**src/rtl/piso_serializer.sv**
```systemverilog
// piso_serializer: parallel-in/serial-out shifter with valid/ready input and internal bit timing
// Ports: clk, rst (sync, active-high); in_valid/in_ready/in_data/lsb_first accept one WIDTH-bit word;
//        ser_out/ser_valid carry the serial frame; busy spans the frame; done pulses on its final cycle.
// Optional feature: define PISO_PARITY_EN to append one even-parity bit after the data bits.
module piso_serializer #(
  parameter int   WIDTH      = 8,
  parameter int   DIV        = 4,
  parameter logic IDLE_LEVEL = 1'b0
) (
  input  logic             clk,
  input  logic             rst,
  input  logic             in_valid,
  output logic             in_ready,
  input  logic [WIDTH-1:0] in_data,
  input  logic             lsb_first,
  output logic             ser_out,
  output logic             ser_valid,
  output logic             busy,
  output logic             done
);
  localparam int DW = DIV > 1 ? $clog2(DIV) : 1;
  localparam int BW = $clog2(WIDTH + 1);
`ifdef PISO_PARITY_EN
  typedef enum logic [1:0] {IDLE, SHIFT, PARITY} state_t;
  logic             r_par;
  logic             w_data_end;
`else
  typedef enum logic [1:0] {IDLE, SHIFT} state_t;
`endif
  state_t           r_state, w_next;
  logic [DW-1:0]    r_div;
  logic [BW-1:0]    r_bit;
  logic [WIDTH-1:0] r_sh, w_sh;
  logic             r_order, r_ser, r_valid;
  logic             w_tick, w_last_bit, w_accept, w_tx;
  always_comb begin
    w_tick     = r_div == DW'(DIV - 1);
    w_last_bit = r_bit == BW'(WIDTH - 1);
`ifdef PISO_PARITY_EN
    w_data_end = r_state == SHIFT && w_tick && w_last_bit;
    done       = r_state == PARITY && w_tick;
`else
    done       = r_state == SHIFT && w_tick && w_last_bit;
`endif
    // ready only in IDLE or on the frame's final cycle, which gives gap-free back-to-back words
    in_ready   = !rst && (r_state == IDLE || done);
    w_accept   = in_valid && in_ready;
    w_next     = r_state;
    if (w_accept)
      w_next = SHIFT;
    else if (done)
      w_next = IDLE;
`ifdef PISO_PARITY_EN
    else if (w_data_end)
      w_next = PARITY;
`endif
    w_sh = r_order ? {1'b0, r_sh[WIDTH-1:1]} : {r_sh[WIDTH-2:0], 1'b0};
`ifdef PISO_PARITY_EN
    w_tx = w_next == PARITY ? r_par : r_order ? w_sh[0] : w_sh[WIDTH-1];
`else
    w_tx = r_order ? w_sh[0] : w_sh[WIDTH-1];
`endif
  end
  always_ff @(posedge clk) begin
    if (rst) begin
      r_state <= IDLE;
      r_div   <= '0;
      r_bit   <= '0;
      r_sh    <= '0;
      r_order <= 1'b0;
      r_ser   <= IDLE_LEVEL;
      r_valid <= 1'b0;
`ifdef PISO_PARITY_EN
      r_par   <= 1'b0;
`endif
    end else begin
      r_state <= w_next;
      if (w_accept) begin
        // the output register is loaded with bit 0 now so it appears the cycle after accept
        r_sh    <= in_data;
        r_order <= lsb_first;
        r_div   <= '0;
        r_bit   <= '0;
        r_ser   <= lsb_first ? in_data[0] : in_data[WIDTH-1];
        r_valid <= 1'b1;
`ifdef PISO_PARITY_EN
        r_par   <= ^in_data;
`endif
      end else if (w_next == IDLE) begin
        r_div   <= '0;
        r_bit   <= '0;
        r_ser   <= IDLE_LEVEL;
        r_valid <= 1'b0;
      end else if (w_tick) begin
        r_div   <= '0;
        r_bit   <= r_bit + 1'b1;
        r_sh    <= w_sh;
        r_ser   <= w_tx;
      end else begin
        r_div   <= r_div + 1'b1;
      end
    end
  end
  assign ser_out   = r_ser;
  assign ser_valid = r_valid;
  assign busy      = r_valid;
endmodule

```
**config.mk**
```make
export PLATFORM = sky130hd
export DESIGN_NAME = piso_serializer
export DESIGN_NICKNAME = d
export VERILOG_FILES = /design/src/rtl/piso_serializer.sv
export SDC_FILE = /design/constraint.sdc
export NUM_CORES = 1
export LEC_CHECK = 0
export BUFFER_PORTS_ARGS = -buffer_cell sky130_fd_sc_hd__buf_2
export CAP_MARGIN = 20
export CORE_MARGIN = 5
export CORE_UTILIZATION = 30
export CTS_CLUSTER_SIZE = 25
export DETAILED_ROUTE_END_ITERATION = 8
export GPL_TIMING_DRIVEN = 0
export HOLD_SLACK_MARGIN = 0.15
export PLACE_DENSITY_LB_ADDON = 0.05
export SYNTH_ARGS = -nofsm -noshare
export SYNTH_HDL_FRONTEND = slang
export SYNTH_SLANG_ARGS = --single-unit
```
**constraint.sdc**
```tcl
create_clock -name clk -period 4.65 [get_ports clk]
set_input_delay 0.6975 -clock clk [delete_from_list [all_inputs] [get_ports clk]]
set_output_delay 0.6975 -clock clk [all_outputs]
set_load 0.005 [all_outputs]
```
# Word level (Yosys, flattened, before mapping)
# Cells that the tools add are included.
[word_totals] reg_bits=19 in_bits=12 output_inout_bits=5 wordCells=40
[op_classes] add_sub_neg=2 n_eq_ne=4 muxes=13 n_reduce_logical=14
[op_table] op="$mux W8" n=4
[op_table] op="$mux W1" n=7
[op_table] op="$add A4 B1 Y4 const B" n=1
[op_table] op="$eq A4 B3 Y1 const B" n=1
[op_table] op="$logic_and A1 B1 Y1" n=4
[op_table] op="$logic_not A2 Y1" n=2
[op_table] op="$mux W2" n=2
[op_table] op="$reduce_bool A2 Y1" n=2
[op_table] op="$reduce_or A4 Y1" n=1
[op_table] op="$reduce_bool A3 Y1" n=1
[op_table] op="$reduce_or A3 Y1" n=1
[op_table] op="$add A2 B1 Y2 const B" n=1
[op_table] op="$eq A2 B1 Y1 const B" n=1
[op_table] op="$eq A2 B2 Y1 const B" n=1
[op_table] op="$ne A2 B2 Y1 const B" n=1
[op_table] op="$reduce_and A2 Y1" n=1
[op_table] op="$logic_not A1 Y1" n=1
[op_table] op="$logic_or A1 B1 Y1" n=1

# Longest topological paths before layout
[depth] ltp_word=10 mapped_depth=6 mapped_depth_nobuf=5

# Worst setup path before layout
# No wires, ideal clock.
[synth_path] path_type="register -> output" from="register r_bit[0]" to="output in_ready" arrival_ns=1.271 setup_slack_ns=2.681 path_stages_with_launch=5 n_path_buf=0 path_cell_list="dfxtp_1 ha_1 nand4b_4 a21oi_1 and2_1"
[synth_via] elab_chain_cells=4
[synth_lines] item="from (decl)" line_no="32" rtl="logic [BW-1:0] r_bit;"
[synth_lines] item="from (signal assigned)" line_no="96" rtl="r_bit <= r_bit + 1'b1;"
[synth_lines] item="$eq A4 B3 Y1" line_no="38" rtl="w_last_bit = r_bit == BW'(WIDTH - 1);"
[synth_lines] item="$logic_and A1 B1 Y1" line_no="43" rtl="done = r_state == SHIFT && w_tick && w_last_bit;"
[synth_lines] item="$logic_or A1 B1 Y1" line_no="46" rtl="in_ready = !rst && (r_state == IDLE || done);"
[synth_lines] item="$logic_and A1 B1 Y1" line_no="46"
[synth_lines] item="to (decl)" line_no="13" rtl="output logic in_ready,"
# No other way between the ends.

# Worst setup path after layout
# Ends and elaborated chain as after synthesis.

==> parameters.txt <==
Parameter                              Value

Detailed routing
  DR DRC count    0
  Antenna-violating nets left    0
  Final routed wirelength across all metal layers    around 2.2 mm
  Routed length per placed instance    between 10 and 15 um
  1st-iter DRT viols    21
  Pre-antenna DRT Iters    3
  Via-to-Cell Ratio    around 4.7
  Number of vias after detailed routing    roughly 800

Critical path
  Worst r2r path cells    6
  Kind of cell adding the most delay to the critical path    compound AO/OA/AOI/OAI gates
  Endpoint type of the worst setup path    output pin
  Number of buffer and inverter stages on the critical path    1
  Cell breakdown of the critical path    ha_1 -> nand4b_4 -> a21oi_1 -> and2_1 -> buf_2
  Worst path max stage delay    roughly 500 ps
  Number of stages on the worst setup path    5
  Type of origin of the critical path    register
  Highest-delay cell along the critical path    sky130_fd_sc_hd__a21oi_1
  Maximum fanout count along the critical path    7
  Critical Path RT    3950 ps
  Arrival @ worst endpoint    around 1900 ps
  Worst setup path class    register to output pin

Floorplanning
  Initial core utilization    30.9%
  Die height    68.6 um
  Floorplan die width    roughly 70 um
  Top Ports    17
  Number of core rows    21
  Die area    0.00471 mm2
  Area of the core    0.00334 mm2

Clocking
  Hold buffers post-CTS    0
  Clk slew on worst S/H paths    between 100 and 150 ps
  Largest buffer count on any clock path    2
  Gates resized, CTS repair    0
  Clock tree from TritonCTS    yes
  Clk sinks    19
  Clock network latency to the later pin of the worst-skew pair    300 ps
  Clock root buffer    sky130_fd_sc_hd__clkbuf_4
  Number of buffers created by CTS    3
  CTS H-Tree Depth    1
  Post-CTS Setup Inserts    0

Power and ir drop
  Net Switching    just over 90 uW
  Sequential group share of total power    between 50 and 60%
  Power density normalized to cell area    around 270 mW/mm2
  Leak    0.504 nW
  Maximum resistive drop on vdd    slightly below 0.1 mV
  Part of the total power dissipated in combinational logic    a little under a fifth
  Switching Fraction    between 20% and 30%
  Power consumption    324 uW
  Clock power frac    a little over a quarter
  Total internal power    ~230 uW

Global routing
  Wire length of the first global-routing pass    ~3.7 mm
  Initial antenna violation count    0
  Largest net degree at the start of global routing    12
  Tot GR Track Use    approximately a tenth
  Total global routing overflow    0
  Vias in the first global route    796

Flow run
  Max cap viols    0

STA
  Final hold violation count    0
  RSZ-0062 raised after global routing    false
  Count of endpoints failing setup in the final report    0
  Final critical delay including setup and external delays    2590 ps
  Max-Slew Margin vs Limit    between 50% and 60%
  Final clock skew    around 7.4 ps
  Fin. max-slew vios    0
  Worst-Margin Slew    roughly 690 ps
  Fmax    between 0.3 and 0.4 GHz
  Final total negative setup slack    0 ps
  Share of the clock period used by the worst path    55.7%

Finish
  Post-layout nets    141
  Commonest cells after routing, fill and taps aside    sky130_fd_sc_hd__dfxtp_1, sky130_fd_sc_hd__buf_2, sky130_fd_sc_hd__nor2_1
  Leading cell type in the layout, fill and taps excluded    sky130_fd_sc_hd__dfxtp_1
  P&R area growth vs syn    16.0%
  Area of the multi-input gates    544 um2
  Count of filler cells inserted in the layout    between 300 and 400
  Antenna cell count    0
  Share of final-layout standard cells stronger than drive strength 1    approximately a quarter
  Register area    about 380 um2

Synth
  Cell types with the largest area share after synthesis    sky130_fd_sc_hd__dfxtp_1, sky130_fd_sc_hd__mux2i_1, sky130_fd_sc_hd__a21oi_1, sky130_fd_sc_hd__nor2_1, sky130_fd_sc_hd__a221oi_1
  Cell type with the highest aggregate area in the netlist    sky130_fd_sc_hd__dfxtp_1
  Instance count of the mapped netlist    approximately 110
  Warnings from Yosys    0
  Number of distinct library cells after synthesis    36
  Combined area of all synthesized cells    between 0.001 and 0.0015 mm2
  Share of the synthesized area in the top cell type    between 30 and 40%
  Number of nets in the synthesized netlist    between 100 and 150
  Synth Area per Inst    9.73 um2
  Post-synthesis sequential area ratio    about 37%
  Number of storage elements in the synthesis netlist    19

Hold path
  Cell depth of the worst hold path    1
  Worst hold path class    register to register

Run status
  Status    complete, no violations

Placement
  DP Wirelength    ~1.7 mm
  GP Congestion    0.700
  Count of input and output buffers    16
[path summary, 6_finish.rpt]
| kind | start | slack, ps | to |
|---|---|---|---|
| worst max-delay path | r_bit[0] | 2060 | in_ready |
| worst min-delay path | r_div[0] | 430 | r_div[0] |
| worst max register to register | r_div[0] | 2680 | r_sh[2] |
| worst min register to register | r_div[0] | 430 | r_div[0] |
[area by class of cell]
class                           instances  share of cell area, %
Clock inverter                          1                  0.418
Buffer                                  7                   6.69
Multi-Input combinational cell         73                   45.5
Sequential cell                        19                   31.8
Clock buffer                            3                   1.88
Timing Repair Buffer                   16                   6.69
Inverter                                7                   2.20
Tap cell                               46                   4.81
[cell usage after synthesis, drive strengths merged]
library cell / instances
dfxtp: 19
nor2: 12
a21oi: 10
mux2i: 10
inv: 7
a221oi: 6
clkbuf: 4
nand2: 4
a211oi: 3
and2: 3
buf: 3
ha: 2
nor3: 2
nor3b: 2
o21ai: 2
xor2: 2
a2111oi: 1
a221o: 1
a31oi: 1
a41o: 1
mux2: 1
nand2b: 1
nand3b: 1
nand4: 1
nand4b: 1
nor2b: 1
nor4b: 1
o21a: 1
o21bai: 1
or2: 1
xnor2: 1
[power by group through the flow]
stage	sequential (mW)	combinational (mW)	clock, mW
floorplan	0.180	0.0443	0
detailed placement	0.181	0.0619	0
global route	0.178	0.0688	0.0984
global placement	0.181	0.0614	0
finish	0.177	0.0610	0.0861
CTS	0.177	0.0622	0.0917
[per-stage QoR]
step | setup WS, ps | utilization (%) | cell area, um2 | std cells | hold slack (ps)
6_report | 2060 | 35.8 | 1200 | 172 | 434
5_1_grt | 1860 | 35.8 | 1200 | 172 | 470
2_1_floorplan | 2680 | - | 1030 | 106 | 404
4_1_cts | 2030 | 35.8 | 1200 | 172 | 438
3_3_place_gp | 2370 | 35.0 | 1170 | 168 | 416
3_5_place_dp | 2390 | 35.0 | 1170 | 168 | 421
[sequential cells by signal, summed over array words and instances, names as in the netlist]
name and cells:
r_bit 4, r_div 2, ser_out 1, r_order 1, r_sh 8, busy 1, r_state 2
[kinds of logic after synthesis]
| group | share of synthesized area, % |
|---|---|
| simple gates | 17.2 |
| compound gates | 19.8 |
| flops | 36.9 |
| buf+inv | 10.3 |
| mux | 10.8 |
| xor+xnor | 2.55 |
| fa+ha+maj | 2.43 |
[routing by layer]
metal / global-route usage [%] / share of wire (%) / up-vias
met5: 0 / 0 / -
met1: 12.8 / 46 / 372
met3: 2.11 / 3.3 / 4
li1: - / - / 417
met4: 4.47 / 1.4 / 0
met2: 18.1 / 49 / 9
No activity file was read; power rests on OpenSTA's default activity.
